===== src/rtl/nibble_packer_if.sv =====
// Nibble-in / byte-out handshake bundle for nibble_packer.
// master = upstream/downstream environment, slave = the packer itself.
interface nibble_packer_if;
    logic [3:0] in_data;
    logic       in_valid;
    logic       in_ready;
    logic       flush;
    logic [7:0] out_data;
    logic       out_valid;
    logic       out_ready;
    logic       out_partial;

    modport master (
        output in_data, in_valid, flush, out_ready,
        input  in_ready, out_data, out_valid, out_partial
    );

    modport slave (
        input  in_data, in_valid, flush, out_ready,
        output in_ready, out_data, out_valid, out_partial
    );
endinterface


===== src/rtl/nibble_packer.sv =====
// Packs pairs of 4-bit nibbles into bytes; flush emits a zero-padded partial byte.
// Output register is a one-deep slot that may load in the same cycle it drains.
module nibble_packer #(
    parameter bit          HI_FIRST = 1'b1,
    parameter int unsigned CNT_W    = 16
) (
    input  logic             clk,
    input  logic             rst,
    nibble_packer_if.slave   bus,
    output logic [CNT_W-1:0] byte_count
);

    typedef enum logic {EMPTY, HALF} state_e;

    state_e           state_q, state_d;
    logic [3:0]       hold_q, hold_d;
    logic [7:0]       data_q, data_d;
    logic             valid_q, valid_d;
    logic             partial_q, partial_d;
    logic [CNT_W-1:0] count_q, count_d;

    logic slot_free;
    logic in_xfer;
    logic out_xfer;

    // Place the first nibble of a pair in the high or low half of the byte.
    function automatic logic [7:0] pack(input logic [3:0] first, input logic [3:0] second);
        return HI_FIRST ? {first, second} : {second, first};
    endfunction

    assign slot_free    = !valid_q || bus.out_ready;
    assign bus.in_ready = (state_q == EMPTY) || slot_free;
    assign in_xfer      = bus.in_valid && bus.in_ready;
    assign out_xfer     = valid_q && bus.out_ready;

    always_comb begin
        state_d   = state_q;
        hold_d    = hold_q;
        data_d    = data_q;
        valid_d   = out_xfer ? 1'b0 : valid_q;
        partial_d = out_xfer ? 1'b0 : partial_q;
        count_d   = out_xfer ? count_q + CNT_W'(1) : count_q;

        case (state_q)
            EMPTY: begin
                if (in_xfer) begin
                    hold_d  = bus.in_data;
                    state_d = HALF;
                end
            end
            HALF: begin
                // A completing nibble wins over flush; the flush is simply consumed.
                if (in_xfer) begin
                    data_d    = pack(hold_q, bus.in_data);
                    valid_d   = 1'b1;
                    partial_d = 1'b0;
                    state_d   = EMPTY;
                end else if (bus.flush && slot_free) begin
                    data_d    = pack(hold_q, 4'h0);
                    valid_d   = 1'b1;
                    partial_d = 1'b1;
                    state_d   = EMPTY;
                end
            end
            default: state_d = EMPTY;
        endcase
    end

    always_ff @(posedge clk or posedge rst) begin
        if (rst) begin
            state_q   <= EMPTY;
            hold_q    <= 4'h0;
            data_q    <= 8'h00;
            valid_q   <= 1'b0;
            partial_q <= 1'b0;
            count_q   <= '0;
        end else begin
            state_q   <= state_d;
            hold_q    <= hold_d;
            data_q    <= data_d;
            valid_q   <= valid_d;
            partial_q <= partial_d;
            count_q   <= count_d;
        end
    end

    assign bus.out_data    = data_q;
    assign bus.out_valid   = valid_q;
    assign bus.out_partial = partial_q;
    assign byte_count      = count_q;

endmodule

===== src/flat_wrapper.sv =====
// flat-port wrapper written by rule: the top's interface ports become plain ports
module nibble_packer_flat 
#(
    parameter bit          HI_FIRST = 1'b1,
    parameter int unsigned CNT_W    = 16
)
  (clk, rst, byte_count, bus_in_data, bus_in_valid, bus_flush, bus_out_ready, bus_in_ready, bus_out_data, bus_out_valid, bus_out_partial);
  nibble_packer_if bus_i ();
  input  logic clk;
  input  logic rst;
  output logic [CNT_W-1:0] byte_count;
  input wire logic [$bits(bus_i.in_data)-1:0] bus_in_data;
  input wire logic [$bits(bus_i.in_valid)-1:0] bus_in_valid;
  input wire logic [$bits(bus_i.flush)-1:0] bus_flush;
  input wire logic [$bits(bus_i.out_ready)-1:0] bus_out_ready;
  output wire logic [$bits(bus_i.in_ready)-1:0] bus_in_ready;
  output wire logic [$bits(bus_i.out_data)-1:0] bus_out_data;
  output wire logic [$bits(bus_i.out_valid)-1:0] bus_out_valid;
  output wire logic [$bits(bus_i.out_partial)-1:0] bus_out_partial;
  assign bus_i.in_data = bus_in_data;
  assign bus_i.in_valid = bus_in_valid;
  assign bus_i.flush = bus_flush;
  assign bus_i.out_ready = bus_out_ready;
  assign bus_in_ready = bus_i.in_ready;
  assign bus_out_data = bus_i.out_data;
  assign bus_out_valid = bus_i.out_valid;
  assign bus_out_partial = bus_i.out_partial;
  nibble_packer #(.HI_FIRST(HI_FIRST), .CNT_W(CNT_W)) u_core (.clk(clk), .rst(rst), .bus(bus_i), .byte_count(byte_count));
endmodule

===== config.mk =====
export PLATFORM = sky130hd
export DESIGN_NAME = nibble_packer_flat
export DESIGN_NICKNAME = d
export VERILOG_FILES = /design/src/rtl/nibble_packer_if.sv /design/src/rtl/nibble_packer.sv /design/src/flat_wrapper.sv
export SDC_FILE = /design/constraint.sdc
export NUM_CORES = 1
export LEC_CHECK = 0
export CAP_MARGIN = 20
export CORE_AREA = 2 2 52 73
export DETAILED_ROUTE_END_ITERATION = 6
export DIE_AREA = 0 0 54 75
export PLACE_DENSITY = 0.69
export SLEW_MARGIN = 10
export SYNTH_ARGS = -nofsm -noshare
export SYNTH_HDL_FRONTEND = slang
export SYNTH_SLANG_ARGS = --single-unit
export TNS_END_PERCENT = 100

===== constraint.sdc =====
create_clock -name clk -period 1.6 [get_ports clk]
set_clock_uncertainty 0.15 [all_clocks]
set_input_delay 0.24 -clock clk [delete_from_list [all_inputs] [get_ports clk]]
set_output_delay 0.24 -clock clk [all_outputs]
set_load 0.01 [all_outputs]

## Word-level counts from Yosys, hierarchy flattened

Index checks and enable logic that the tools add are counted.

- Register bits after elaboration: 31
- Input bits: 9
- Output and inout bits: 27
- Word-level logic and storage cells: 31

- Add/sub/neg operators: 1
- Multiplexer cells: 14
- Bitwise gates (word level): 1
- Reductions and logical operators: 9

Operator list:

| operator | count |
|---|---|
| adder 16 x 1 -> 16 bit (second input constant) | 1 |
| 2-to-1 mux 8 bit | 2 |
| 2-to-1 mux 1 bit | 11 |
| AND reduction 2 bit | 2 |
| logical AND 1 bit | 3 |
| logical OR 1 bit | 2 |
| case mux 1 bit (2 select lines) | 1 |
| nonzero test 2 bit | 1 |
| logical NOT 1 bit | 1 |
| inverter 1 bit | 1 |

## Longest topological paths before layout

- Word-level depth: 6
- Gate-level depth with buffers: 5
- Mapped depth without buffers: 5

## Least setup slack after synthesis

No wires, ideal clock.

- Kind: reg-to-reg
- Start point: register u_core.count_q[0] (netlist: u_core.byte_count[0])
- End point: register u_core.count_q[10] (netlist: u_core.byte_count[10])
- Arrival time: 1,200 ps
- Data required time: 1,325 ps
- Slack: 125 ps
- Stages on the path, launching flop included: 6
- Path through: dfrtp_1 ha_1 nand3_2 nor3_4 nand4_1 xnor2_1

- Word-level cells in the longest chain between the ends: 1

Ends and longest elaborated chain:

| element | line | source |
|---|---|---|
| from (decl) | nibble_packer.sv:20 | `logic [CNT_W-1:0] count_q, count_d;` |
| from (signal assigned) | nibble_packer.sv:83 | `count_q <= count_d;` |
| adder 16 x 1 -> 16 bit | nibble_packer.sv:42 | `count_d = out_xfer ? count_q + CNT_W'(1) : count_q;` |

No other way between the ends.
A chain may end at the register's enable or synchronous reset.

## Worst setup path in the final report

- Start point: register u_core.count_q[2] (netlist: u_core.byte_count[2])
- End point: output byte_count[2]

RTL lines:

| element | line | source |
|---|---|---|
| to (decl) | flat_wrapper.sv:11 | `output logic [CNT_W-1:0] byte_count;` |

No word-level cell between the ends.

==> impl_metrics.toml <==
[die]
ioPinCount = 36
floorplan.die.width_microns = 54
placement_rows = 25
die_boundary_height_microns = 75
design.die.area_sq_um = 4050
initial_core_util = 0.3848
core_region_area_sq_um = 3378

[logic_synthesis]
synth_sequential_area_ratio = 0.5967
netlist_top_cells_area = "sky130_fd_sc_hd__dfrtp_1, sky130_fd_sc_hd__xnor2_1, sky130_fd_sc_hd__mux2_2, sky130_fd_sc_hd__a22o_1, sky130_fd_sc_hd__nor3_4"
mappedNetlistArea_sq_um = 1300
synth.distinct_cells = 25
mappedNetlistNets = 107
post_synth.cell_area_avg_sq_um = 13.40
ys_warn_count = 0
postSynthRegisterBits = 31
post-synth-top-area-fraction = 0.5967
synthesis.instances = 97
synth.largest_area_cell = "sky130_fd_sc_hd__dfrtp_1"

[timing]
final_period_minus_worst_setup_slack_ns = 1.578
worst_slew_pin_slew_ns = 0.3874
finalMaxSlewViolations = 0
period_share = 0.9861
relSlewSlack = 0.7415
timing.final.setup_violations = 0
final-hold-violation-count = 0
totalNegativeSetupSlack_ns = 0
timing.fmax_mhz = 633.8

[worst_setup_path]
regToRegStartpoint = "u_core.byte_count[0]"
crit_type = "reg -> out"
regToRegEndpoint = "u_core.byte_count[12]"
crit_slowest_cell = "sky130_fd_sc_hd__clkdlybuf4s50_1"
cp_max_fo = 2
cpPeakStageDelay_ns = 0.55
critical_path_required_ns = 1.21
timing.critical_path.to_type = "output port"
critical_path.cell_chain = "clkdlybuf4s50_1"
buffers_and_inverters_on_the_worst_path = 1
critPathLaunchType = "flip-flop"
critical_path.top_delay_family = "buffers and inverters"
ff2ff_path_depth = 6
setup.reg_to_reg.worst_slack_ns = 0.10
critical_path_arrival_ns = 1.19

[clocking]
tritoncts_num_sinks = 31
path_clk_slew_ns = 0.06
clock_tree_from_tritoncts = "built"
cts-htree-levels = 2
ctsLongestPathBuffers = 2
number_of_clock_buffers_inserted_by_tritoncts = 5
clk_root_buffer_cell = "sky130_fd_sc_hd__clkbuf_8"
skew_pair_late_insertion_delay_ns = 0.28

[grt]
grt_first_pass_wirelength_mm = 4.547
grt_max_degree = 19
grt_remaining_overflow = 0
groute.usage.overall = 0.1592
grt_pass1_vias = 1051
antenna_found_initial = 0

[power]
seq_power_share = 0.367
worst_ir_drop_vdd_uv = 1039
leakage_uw = 0.001104
p_total_uw = 3268
intPower_uw = 2294
net-switching-power_uw = 973.8
share_comb_of_total_power = 0.391
power.density_cell_area_nw_per_um2 = 1613
swShare = 0.2980
proportion_of_power_drawn_by_the_clock_network = 0.241

[drt]
ant_nets = 0
detail_route.drc_violations = 0
detail_route.vias_per_cell = 4.882
wirelength_mm = 2.830
dr_total_vias = 991
detailed_route_iter0_violations = 30
dr.pass1.iters = 4
wire_per_inst_microns = 13.94

[layout]
seqCellArea_sq_um = 778.2
layout_commonest_cell = "sky130_fd_sc_hd__dfrtp_1"
finalNetCount = 172
diodes = 0
drive_gt1_frac = 0.3067
most-common-layout-cells = "sky130_fd_sc_hd__dfrtp_1, sky130_fd_sc_hd__buf_4, sky130_fd_sc_hd__clkdlybuf4s50_1"
area_growth_syn_to_layout_pct = 55.82
nFillCells = 297
multi_input_area_sq_um = 520.5

[placed_design]
gp_congestion = 0.7110
io_buffers = 35
hpwl_after_dpl_mm = 1.970

[min_path]
hold_class = "in -> async"

[outcome]
outcome = "finished, final reports clean"

[run]
maxCapViolCount = 0
area by class of cell:
cell class | instances | share of cell area
well taps | 40 | 0.02471
repair buffers | 59 | 0.2724
multi-input cells | 63 | 0.2569
flip-flops and latches | 31 | 0.3842
clock inverters | 2 | 0.01729
clock buffers | 6 | 0.04077
inverters | 2 | 0.003706
power groups by stage:
stage          clock network [uW]  logic, uW  registers [uW]
2_1_floorplan                   0        473            1310
3_3_place_gp                    0       1090            1260
3_5_place_dp                    0       1120            1270
4_1_cts                       804       1300            1200
5_1_grt                       839       1400            1240
6_report                      788       1280            1200
layer usage:
metal | GRT usage | vias up | share of wire
li1 | - | 469 | -
met1 | 0.1701 | 487 | 0.37
met2 | 0.2913 | 32 | 0.56
met3 | 0.05556 | 3 | 0.060
met4 | 0.04167 | 0 | 0.012
met5 | 0 | - | 0
cells by family (layout without fill, tap and decap cells):
kind of cell,after synthesis,count (layout),share of synthesized area
multiplexers,9,9,0.07796
buffers and inverters,3,69,0.009623
XOR/XNOR,15,15,0.1011
adder cells (fa/ha/maj),1,1,0.009623
AO/OA/AOI/OAI,10,10,0.06545
AND/OR/NAND/NOR,28,28,0.1396
flip-flops,31,31,0.5967
flip-flops by register name, indices dropped and copies added, names as in the netlist:
name,flops
u_core.bus.out_data,8
u_core.bus.out_partial,1
u_core.bus.out_valid,1
u_core.byte_count,16
u_core.hold_q,4
u_core.state_q,1
per-stage QoR:
stage / cells / hold slack (ns) / worst slack (ns) / utilization / instance area [sq um]
floorplan: 97 / 0.1935 / 0.1247 / - / 1300
global placement: 183 / 0.3123 / -0.2033 / 0.5322 / 1798
detailed placement: 183 / 0.3277 / -0.2221 / 0.5322 / 1798
CTS: 203 / 0.08372 / 0.01021 / 0.5904 / 1994
global route: 203 / 0.09534 / -0.02071 / 0.5996 / 2026
finish: 203 / 0.08430 / 0.02218 / 0.5996 / 2026
worst max path at each step:
stage,from,slack (ns),depth (start not counted),to
after floorplan,u_core.byte_count[0],0.12,5,u_core.byte_count[10]
after global routing,u_core.byte_count[2],-0.02,1,byte_count[2]
after global placement,bus_out_ready,-0.20,6,u_core.byte_count[10]
after CTS,u_core.byte_count[11],0.01,1,byte_count[11]
final,u_core.byte_count[2],0.02,1,byte_count[2]
after detailed placement,bus_out_ready,-0.22,6,u_core.byte_count[12]
repair_timing:
item | 4_1_cts | 5_1_grt
pin swaps | 0 | 3
gates resized for setup | 11 | 14
hold buffers | 0 | 0
setup endpoints to repair | 20 | 15
endpoints found under the hold margin | 0 | 0
buffers inserted | 12 | 0
Yosys cell counts (all sizes together):
master	instances
a21oi	1
a22o	4
a31oi	1
and3	3
and4	1
buf	1
dfrtp	31
ha	1
inv	2
mux2	9
nand2	8
nand2b	1
nand3	5
nand3b	1
nand4	4
nor2	2
nor2b	1
nor3	2
o211ai	1
o21a	1
o21ai	2
xnor2	12
xor2	3
No activity file was read; power rests on OpenSTA's default activity.
